===== src/rtl/cla_sum_seq.sv =====
// Sequential carry-lookahead sum stage: resolves one GROUP-bit nibble of carries per cycle.
// Optional o_zero/o_ovf status flags are built when STATUS_FLAGS_EN is defined.
module cla_sum_seq #(
  parameter int WIDTH = 32,
  parameter int GROUP = 4
) (
  input  logic             i_clk,
  input  logic             i_rst_n,
  input  logic [WIDTH-1:0] i_p,
  input  logic [WIDTH-1:0] i_g,
  input  logic             i_cin,
  input  logic             i_valid,
  output logic             o_ready,
  output logic [WIDTH-1:0] o_sum,
  output logic             o_cout,
  output logic             o_valid,
  input  logic             i_ready
`ifdef STATUS_FLAGS_EN
  ,
  output logic             o_zero,
  output logic             o_ovf
`endif
);

  // state  | meaning
  // S_IDLE | waiting for operands, o_ready=1
  // S_CALC | resolving nibble idx_q per cycle
  // S_DONE | result held, o_valid=1 until i_ready
  typedef enum logic [1:0] {S_IDLE, S_CALC, S_DONE} state_t;

  localparam int NGRP = WIDTH / GROUP;
  localparam int IDXW = (NGRP > 1) ? $clog2(NGRP) : 1;
  localparam logic [IDXW-1:0] IDX_LAST = IDXW'(NGRP - 1);

  state_t            state_q, state_d;
  logic [WIDTH-1:0]  p_q, g_q, sum_q, sum_next;
  logic              c_q, cout_q;
  logic [IDXW-1:0]   idx_q;
  logic [GROUP-1:0]  p_nib, g_nib, s_nib;
  logic [GROUP:0]    c_vec;
  logic              accept, last;

  always_comb begin
    p_nib    = p_q[idx_q*GROUP +: GROUP];
    g_nib    = g_q[idx_q*GROUP +: GROUP];
    c_vec    = '0;
    s_nib    = '0;
    c_vec[0] = c_q;
    for (int k = 0; k < GROUP; k++) begin
      c_vec[k+1] = g_nib[k] | (p_nib[k] & c_vec[k]);
      s_nib[k]   = p_nib[k] ^ c_vec[k];
    end
    sum_next = sum_q;
    sum_next[idx_q*GROUP +: GROUP] = s_nib;
  end

  assign accept = i_valid && (state_q == S_IDLE);
  assign last   = (idx_q == IDX_LAST);

  always_ff @(posedge i_clk or negedge i_rst_n) begin
    if (!i_rst_n) state_q <= S_IDLE;
    else          state_q <= state_d;
  end

  always_comb begin
    state_d = state_q;
    o_ready = 1'b0;
    o_valid = 1'b0;
    case (state_q)
      S_IDLE: begin
        o_ready = 1'b1;
        if (i_valid) state_d = S_CALC;
      end
      S_CALC: if (last) state_d = S_DONE;
      S_DONE: begin
        o_valid = 1'b1;
        if (i_ready) state_d = S_IDLE;
      end
      default: state_d = S_IDLE;
    endcase
  end

  always_ff @(posedge i_clk or negedge i_rst_n) begin
    if (!i_rst_n) begin
      p_q    <= '0;
      g_q    <= '0;
      c_q    <= 1'b0;
      idx_q  <= '0;
      sum_q  <= '0;
      cout_q <= 1'b0;
    end else if (accept) begin
      p_q   <= i_p;
      g_q   <= i_g;
      c_q   <= i_cin;
      idx_q <= '0;
    end else if (state_q == S_CALC) begin
      sum_q <= sum_next;
      c_q   <= c_vec[GROUP];
      // idx holds at the last nibble rather than wrapping
      if (last) cout_q <= c_vec[GROUP];
      else      idx_q  <= idx_q + 1'b1;
    end
  end

`ifdef STATUS_FLAGS_EN
  logic zero_q, ovf_q, c_msb;

  // carry into the MSB of the final nibble, i.e. into bit WIDTH-1
  assign c_msb = c_vec[GROUP-1];

  always_ff @(posedge i_clk or negedge i_rst_n) begin
    if (!i_rst_n) begin
      zero_q <= 1'b0;
      ovf_q  <= 1'b0;
    end else if (state_q == S_CALC && last) begin
      zero_q <= (sum_next == '0);
      ovf_q  <= c_vec[GROUP] ^ c_msb;
    end
  end

  assign o_zero = zero_q;
  assign o_ovf  = ovf_q;
`endif

  assign o_sum  = sum_q;
  assign o_cout = cout_q;

endmodule


===== config.mk =====
export PLATFORM = sky130hd
export DESIGN_NAME = cla_sum_seq
export DESIGN_NICKNAME = d
export VERILOG_FILES = /design/src/rtl/cla_sum_seq.sv
export SDC_FILE = /design/constraint.sdc
export NUM_CORES = 1
export LEC_CHECK = 0
export CORE_ASPECT_RATIO = 1.4
export CORE_UTILIZATION = 30
export DETAILED_ROUTE_END_ITERATION = 8
export PLACE_DENSITY = 0.61
export SYNTH_ARGS = -nofsm -noshare
export SYNTH_HDL_FRONTEND = slang
export SYNTH_SLANG_ARGS = --single-unit

===== constraint.sdc =====
create_clock -name i_clk -period 7.45 [get_ports i_clk]
set_clock_uncertainty 0.15 [all_clocks]
set_input_delay 1.1175 -clock i_clk [delete_from_list [all_inputs] [get_ports i_clk]]
set_output_delay 1.1175 -clock i_clk [all_outputs]
set_load 0.02 [all_outputs]

## Word-level counts from Yosys, hierarchy flattened

Index checks and enable logic that the tools add are counted.

- Output and inout port bits: 35
- Logic and storage cells: 52
- Input bits: 69
- Register bits after elaboration: 103

- Equality and inequality tests: 7
- Bitwise gates (word level): 13
- Shift-type cells: 4
- Muxes and demuxes: 12
- Add/sub/neg operators: 2
- Reductions and logical operators: 7

Operator list:

| operator | count |
|---|---|
| 32-bit by 6-bit indexed part select with 4-bit output | 2 |
| 5-bit negation with 34-bit output | 1 |
| 4-bit by 34-bit variable shift with 32-bit output (first input constant) | 1 |
| 4-bit by 34-bit indexed part select with 32-bit output | 1 |
| 32-bit bitwise mux | 1 |
| 3-bit two-way mux | 3 |
| 2-bit inequality test (second input constant) | 4 |
| 2-bit two-way mux | 3 |
| 2-bit case mux with 3 select lines | 1 |
| 3-bit AND reduction | 2 |
| 1-bit bitwise AND | 4 |
| 1-bit two-way mux | 4 |
| 1-bit bitwise OR | 4 |
| 2-bit AND reduction | 2 |
| 1-bit XOR | 4 |
| 3-bit by 1-bit adder with 3-bit output (second input constant) | 1 |
| 3-bit == test (second input constant) | 1 |
| 2-bit by 1-bit == test with 1-bit output (second input constant) | 1 |
| 2-bit == test (second input constant) | 1 |
| 2-bit logical NOT | 1 |
| 2-bit nonzero test | 1 |
| 1-bit logical AND | 1 |
| 1-bit NOT | 1 |

## Depth between registers and ports, before layout

Gate-level depths: netlist of run 1.

- Depth after elaboration: 11
- Gate-level depth with buffers: 15
- Gate-level depth less buffers: 13

## Worst setup path before layout of run 1

Ideal clock, no wire load.

- Kind: reg-to-reg
- Start: register idx_q[0]
- End: register sum_q[15], in the netlist o_sum[15]
- Library setup time: 0.125 ns
- Arrival time: 3.106 ns
- Buffers on the path: 2
- Stages on the path, launching flop included: 15
- Required time: 7.175 ns
- Clock period less this slack: 3.381 ns
- Slack: 4.069 ns
- Cell sequence: dfrtp_1 > buf_6 > buf_2 > mux4_2 > nand2_1 > nand2_1 > ha_1 > nand3b_1 > ha_1 > nand3b_1 > ha_1 > nand3b_1 > ha_1 > nor3b_1 > mux2_2

- Word-level cells in the longest chain between the ends: 10
- Elaborated cells on any way between the ends: 16
- Classes of those cells: add/sub (1); shift (4); mux (1); bitwise (10)

RTL lines:

| item | RTL line | source |
|---|---|---|
| from (decl) | 38 | `logic [IDXW-1:0] idx_q;` |
| from (signal assigned) | 101 | `else idx_q <= idx_q + 1'b1;` |
| 32-bit by 6-bit indexed part select with 4-bit output | 44 | `p_nib = p_q[idx_q*GROUP +: GROUP];` |
| 1-bit bitwise AND | 50 | `c_vec[k+1] = g_nib[k] \| (p_nib[k] & c_vec[k]);` |
| 1-bit bitwise OR | 50 |  |
| 1-bit bitwise AND | 50 |  |
| 1-bit bitwise OR | 50 |  |
| 1-bit bitwise AND | 50 |  |
| 1-bit bitwise OR | 50 |  |
| 1-bit XOR | 51 | `s_nib[k] = p_nib[k] ^ c_vec[k];` |
| 4-bit by 34-bit indexed part select with 32-bit output | 54 | `sum_next[idx_q*GROUP +: GROUP] = s_nib;` |
| 32-bit bitwise mux (*) | 54 |  |
| to (signal assigned) | 97 | `sum_q <= sum_next;` |
| to (decl) | 36 | `logic [WIDTH-1:0] p_q, g_q, sum_q, sum_next;` |

Mark *: on every way between the ends. The rest lies on a longest branch, timed or not.
A chain may end at the register's enable or synchronous reset.

## Final worst setup path of run 1

- Start: register idx_q[0]
- End: register sum_q[27], in the netlist o_sum[27]

The elaborated chain is that of the path after synthesis.

==> results.json, run 1 <==
{
  "cts_root_buf": "clkbuf_16",
  "synthFlopType": "dfrtp_1",
  "ctsLongestPathBuffers": 2,
  "postSynthAreaPerCell_um2": 14.5,
  "first_iter_violations": 92,
  "worstPathRequired_ps": 7580,
  "htreeDepth": 3,
  "reg2reg_slack_ps": 3910,
  "clk_latency_ps": 340,
  "synth_seq_area_share_pct": 55.4,
  "syn_nets": 400,
  "gp_congestion": 0.738,
  "power.density_nw_per_um2": 444,
  "fin_nets": 504,
  "crit_buf_inv": 1,
  "wl_mm": 10.5,
  "worstReg2RegStart": "idx_q[0]$_DFFE_PN0P_",
  "critPathKind": "register to register",
  "post_cts_buffers": 0,
  "cpLargestDelayFamily": "simple AND/OR/NAND/NOR gates",
  "min_from": "g_q[25]$_DFFE_PN0P_",
  "final_core_util_pct": 41.0,
  "antenna_found_initial": 0,
  "post-dp-hpwl_mm": 7.94,
  "holdPathStages": 1,
  "cts.hold.buffers_added": 0,
  "cp_common_cell": "ha_1",
  "crit_fanout": 27,
  "placed_area_um2": 5880,
  "r2r-end": "o_sum[27]$_DFFE_PN0P_",
  "hold_path_class": "register to register",
  "startpoint_type": "register",
  "layout-drive-gt1-share_pct": 31.7,
  "setup_viol": 0,
  "wire_per_inst_um": 16.9,
  "min_period_ps": 3540,
  "cp-startpoint": "idx_q[0]$_DFFE_PN0P_",
  "grtUsageTotal_pct": 14.2,
  "cts_tree": "built",
  "drv_slew": 0,
  "gr-total-overflow": 0,
  "row_count": 53,
  "drc_errors": 0,
  "grt_start_max_net_pins": 86,
  "hold_end": "g_q[25]$_DFFE_PN0P_",
  "path_cells": "buf_4 -> mux4_2 -> nand2_1 -> nand2_1 -> ha_1 -> nand3b_1 -> ha_1 -> nand3b_1 -> ha_1 -> nand3b_1 -> ha_1 -> nand2_1 -> nor3_1 -> mux2_2",
  "via_count": 2909,
  "fp.dieW_um": 107,
  "status": "finished clean",
  "viasPerCell": 4.68,
  "worst_pin_slew_ps": 1080,
  "synth_cell_types": 26,
  "hold_viol": 0,
  "post_cts_resized": 0,
  "fp.coreArea_um2": 15100,
  "ant_nets": 0,
  "max_cap_viol_count": 0,
  "portBuffers": 103,
  "first_global_vias": 3152,
  "syn_to_final_growth_pct": 32.6,
  "setup_tns_ps": 0,
  "cts_buffers": 9,
  "power.leakage_nw": 2.61,
  "slew_headroom_pct": 28.2,
  "cp.arrival_ps": 3680,
  "worst_ir_drop_vdd_v": 0.000170,
  "fmax_ghz": 0.282,
  "antennaDiodeCount": 0,
  "async_flop_share_pct": 100,
  "synth-edff-count": 0,
  "final_cell_mix": "dfrtp_1 (102), clkdlybuf4s50_1 (102), mux2_2 (97)",
  "total_power_w": 0.00274,
  "whs_ps": 353,
  "end_kind": "register",
  "cts.sinks": 103,
  "synth_area_um2": 4650,
  "slowest_stage": "mux4_2",
  "synthCells": 320,
  "yosys_warnings": 0,
  "die_area_um2": 16000,
  "fill_cells": 1399,
  "drt-pass1-iter-count": 4,
  "start_util_pct": 30.9,
  "period_share_pct": 47.6,
  "postLayoutCellArea_um2": 6170,
  "clk_pin_slew_ps": 70,
  "crit_path_max_incr_delay_ps": 570,
  "r2r_cells": 14,
  "rsz0062_at_grt": "no",
  "grt_pass1_wl_mm": 17.0,
  "top_level_ports": 104,
  "die_h_um": 149,
  "synth_seq_cells": 103
}
## flip-flops by register name, summed over array words and instances, names as in the netlist
| signal | cells |
|---|---|
| c_q | 1 |
| o_sum | 32 |
| idx_q | 3 |
| g_q | 32 |
| state_q | 2 |
| p_q | 32 |
| o_cout | 1 |
## cell families after synthesis
group | count (synthesis) | share of synthesized area, %
AND/OR/NAND/NOR | 65 | 7.23
flip-flops | 103 | 55.4
multiplexers | 114 | 31.2
adder cells (fa/ha/maj) | 11 | 2.96
AO/OA/AOI/OAI | 8 | 1.24
buffers and inverters | 19 | 2.02
## through the flow
step                instances  worst slack, ps
finish                    621             3910
global route              621             3630
CTS                       621             3880
detailed placement        605             3900
global placement          605             3950
floorplan                 320             4070
## synth_stat cells, types with 2 or more instances
library cell  instances  area share, %
ha_1                 11            3.0
o21ai_0               3           0.32
inv_1                 4           0.32
mux2_2               97             23
nor2_1               12           0.97
a22o_1                2           0.38
nor3b_1               2           0.32
clkbuf_1              3           0.24
nand2b_1              7           0.94
nand2_1              29            2.3
nand3b_1              5           0.81
a21oi_1               2           0.22
nor3_1                5           0.54
buf_2                 9           0.97
mux2i_1               2           0.43
dfrtp_1             103             55
mux4_2               15            7.3
## how the worst max path moves through the flow
stage                                       end  cells past startpoint  slack [ps]
final                     o_sum[27]$_DFFE_PN0P_                     14        3910
after CTS                 o_sum[31]$_DFFE_PN0P_                     13        3880
after detailed placement  o_sum[31]$_DFFE_PN0P_                     13        3900
after floorplan           o_sum[15]$_DFFE_PN0P_                     14        4070
after global routing      o_sum[11]$_DFFE_PN0P_                     14        3630
after global placement    o_sum[11]$_DFFE_PN0P_                     14        3950
## layout make-up
type	instances	area [µm²]	share of cell area [%]
clock buffers	13	250	4.05
well taps	192	240	3.89
clock inverters	3	42.5	0.689
inverters	5	18.8	0.304
multi-input cells	198	1980	32.1
flip-flops and latches	103	2580	41.8
repair buffers	107	1060	17.1
## power by group
group	total [W]	switching, W	internal, W	leakage (nW)
combinational	0.00130	0.000609	0.000691	1.20
clock	0.000468	0.000198	0.000270	0.140
sequential	0.000973	0.000152	0.000821	1.27
## per-layer routing
layer  track usage, %  vias to the layer above  part of all wire, %
met3             2.45                        9                  4.1
met4             5.55                        0                  1.4
li1                 -                     1355                    -
met2             27.0                       58                   57
met1             15.3                     1487                   38
met5                0                        -                    0
Power figures use the tool's default switching activity.
==> run 2, diff against run 1 <==
- PLACE_DENSITY: 0.61 -> 0.63
- clock period: 7.45 -> 3.1 ns (I/O delays scaled with it)
==> run 2 against run 1 <==
Worst setup slack worse by 3800 ps; count of clock-buffer cells in the layout is 2 lower; sequential power is 140% higher; fmax is 18% higher; register-to-register slack worse by 3800 ps; sequential cell count stayed put; first-iteration DRC count is 12% lower; wire length is 3.4% higher; via count is 0.34% lower; critical path type unchanged; largest cell class unchanged; largest power group unchanged; highest routed layer unchanged.
==> results.json, run 2 (same netlist as run 1, synthesis figures left out) <==
{
  "status": "finished clean",
  "antenna_found_initial": 0,
  "row_count": 53,
  "viasPerCell": 4.61,
  "fp.dieW_um": 107,
  "rsz0062_at_grt": "yes",
  "first_global_vias": 3173,
  "cpLargestDelayFamily": "simple AND/OR/NAND/NOR gates",
  "path_cells": "mux4_2 -> nand2_2 -> nand2_1 -> ha_2 -> nand3b_1 -> ha_2 -> nand3b_1 -> ha_2 -> nand3b_1 -> ha_4 -> nor3b_4 -> mux2_4",
  "dpl.cell_count": 611,
  "htreeDepth": 3,
  "hold_path_class": "input port to async pin",
  "critPathKind": "register to register",
  "setup_tns_ps": 0,
  "worstReg2RegStart": "idx_q[0]$_DFFE_PN0P_",
  "gr-total-overflow": 0,
  "syn_to_final_growth_pct": 37.0,
  "drv_slew": 0,
  "wire_per_inst_um": 17.3,
  "power.leakage_nw": 2.69,
  "drc_errors": 0,
  "fmax_ghz": 0.334,
  "fp.coreArea_um2": 15100,
  "ant_nets": 0,
  "cts_buffers": 9,
  "hold_viol": 0,
  "wl_mm": 10.9,
  "crit_fanout": 4,
  "end_kind": "register",
  "worst_ir_drop_vdd_v": 0.000408,
  "grt_pass1_wl_mm": 17.3,
  "cts.sinks": 103,
  "startpoint_type": "register",
  "die_h_um": 149,
  "top_level_ports": 104,
  "final_cell_mix": "dfrtp_1 (102), clkdlybuf4s50_1 (102), mux2_2 (95)",
  "via_count": 2899,
  "crit_buf_inv": 0,
  "clk_latency_ps": 340,
  "slew_headroom_pct": 52.7,
  "slowest_stage": "mux4_2",
  "fill_cells": 1388,
  "stdcell_count": 629,
  "grt_start_max_net_pins": 56,
  "worstPathRequired_ps": 3180,
  "portBuffers": 103,
  "start_util_pct": 30.9,
  "crit_path_max_incr_delay_ps": 510,
  "gp_congestion": 0.748,
  "period_share_pct": 96.7,
  "worst_pin_slew_ps": 709,
  "post-place-ws_ps": 55.3,
  "grtUsageTotal_pct": 14.5,
  "setup_viol": 0,
  "cp-startpoint": "idx_q[0]$_DFFE_PN0P_",
  "drt-pass1-iter-count": 4,
  "post-dp-hpwl_mm": 8.32,
  "max_cap_viol_count": 0,
  "cts_root_buf": "clkbuf_16",
  "ctsLongestPathBuffers": 2,
  "first_iter_violations": 81,
  "power.density_nw_per_um2": 1120,
  "layout-drive-gt1-share_pct": 35.5,
  "die_area_um2": 16000,
  "fin_nets": 512,
  "clk_pin_slew_ps": 70,
  "min_period_ps": 3000,
  "cp.arrival_ps": 3070,
  "fin_ws_ps": 103,
  "cts_tree": "built",
  "antennaDiodeCount": 0
}
-- run 2: changes by cell type in the layout (fill, tap and decap cells not counted), moves of 2 or more --
cell / previous run / this run
nand2_1: 29 / 27
ha_2: 0 / 3
nand2_2: 0 / 2
buf_12: 0 / 2
clkbuf_1: 3 / 1
mux2_2: 97 / 95
buf_4: 5 / 11
ha_1: 11 / 7
bufinv_16: 1 / 3
mux2_4: 0 / 2
-- run 2: worst paths after layout --
check | to | slack (ps) | cells past startpoint
worst min-delay path | g_q[17]$_DFFE_PN0P_ | 20 | 1
min in group i_clk | p_q[12]$_DFFE_PN0P_ | 350 | 1
max in group asynchronous | o_sum[17]$_DFFE_PN0P_ | 1890 | 2
worst min register to register | p_q[12]$_DFFE_PN0P_ | 350 | 1
worst max-delay path | o_sum[15]$_DFFE_PN0P_ | 100 | 12
worst max register to register | o_sum[15]$_DFFE_PN0P_ | 100 | 12
-- run 2: cell type report --
cell class,count,area (µm²),area share [%]
Clock buffer,11,243,3.81
Inverter,5,18.8,0.294
Tap cell,192,240,3.77
Multi-Input combinational cell,198,2050,32.1
Clock inverter,5,105,1.65
Timing Repair Buffer,115,1140,17.9
Sequential cell,103,2580,40.4
-- run 2: metal layers --
| layer | global-route usage, % | share of wire [%] |
|---|---|---|
| met4 | 4.52 | 1.2 |
| met2 | 26.5 | 55 |
| met5 | 0 | 0 |
| met1 | 16.8 | 40 |
| met3 | 2.97 | 3.9 |
-- run 2: metrics by stage --
step | cell area [µm²] | hold slack, ps | util (%) | total power [W]
finish | 6380 | 21.8 | 42.4 | 0.00717
global route | 6380 | 80.1 | 42.4 | 0.00767
CTS | 6310 | 50.2 | 41.9 | 0.00704
detailed placement | 5970 | 342 | 39.6 | 0.00571
global placement | 5970 | 330 | 39.6 | 0.00564
floorplan | 4700 | 19.4 | - | 0.00456
-- run 2: what timing repair did --
action,in CTS,in global routing
resized for setup,0,8
endpoints found under the setup margin,0,8
endpoints found under the hold margin,0,0
hold buffers,0,0
buffers inserted,0,2
-- run 2: power by group --
group	leakage, nW	switching, W	internal [W]
Sequential	1.27	0.000354	0.00197
Combinational	1.26	0.00164	0.00191
Clock	0.162	0.000487	0.000811
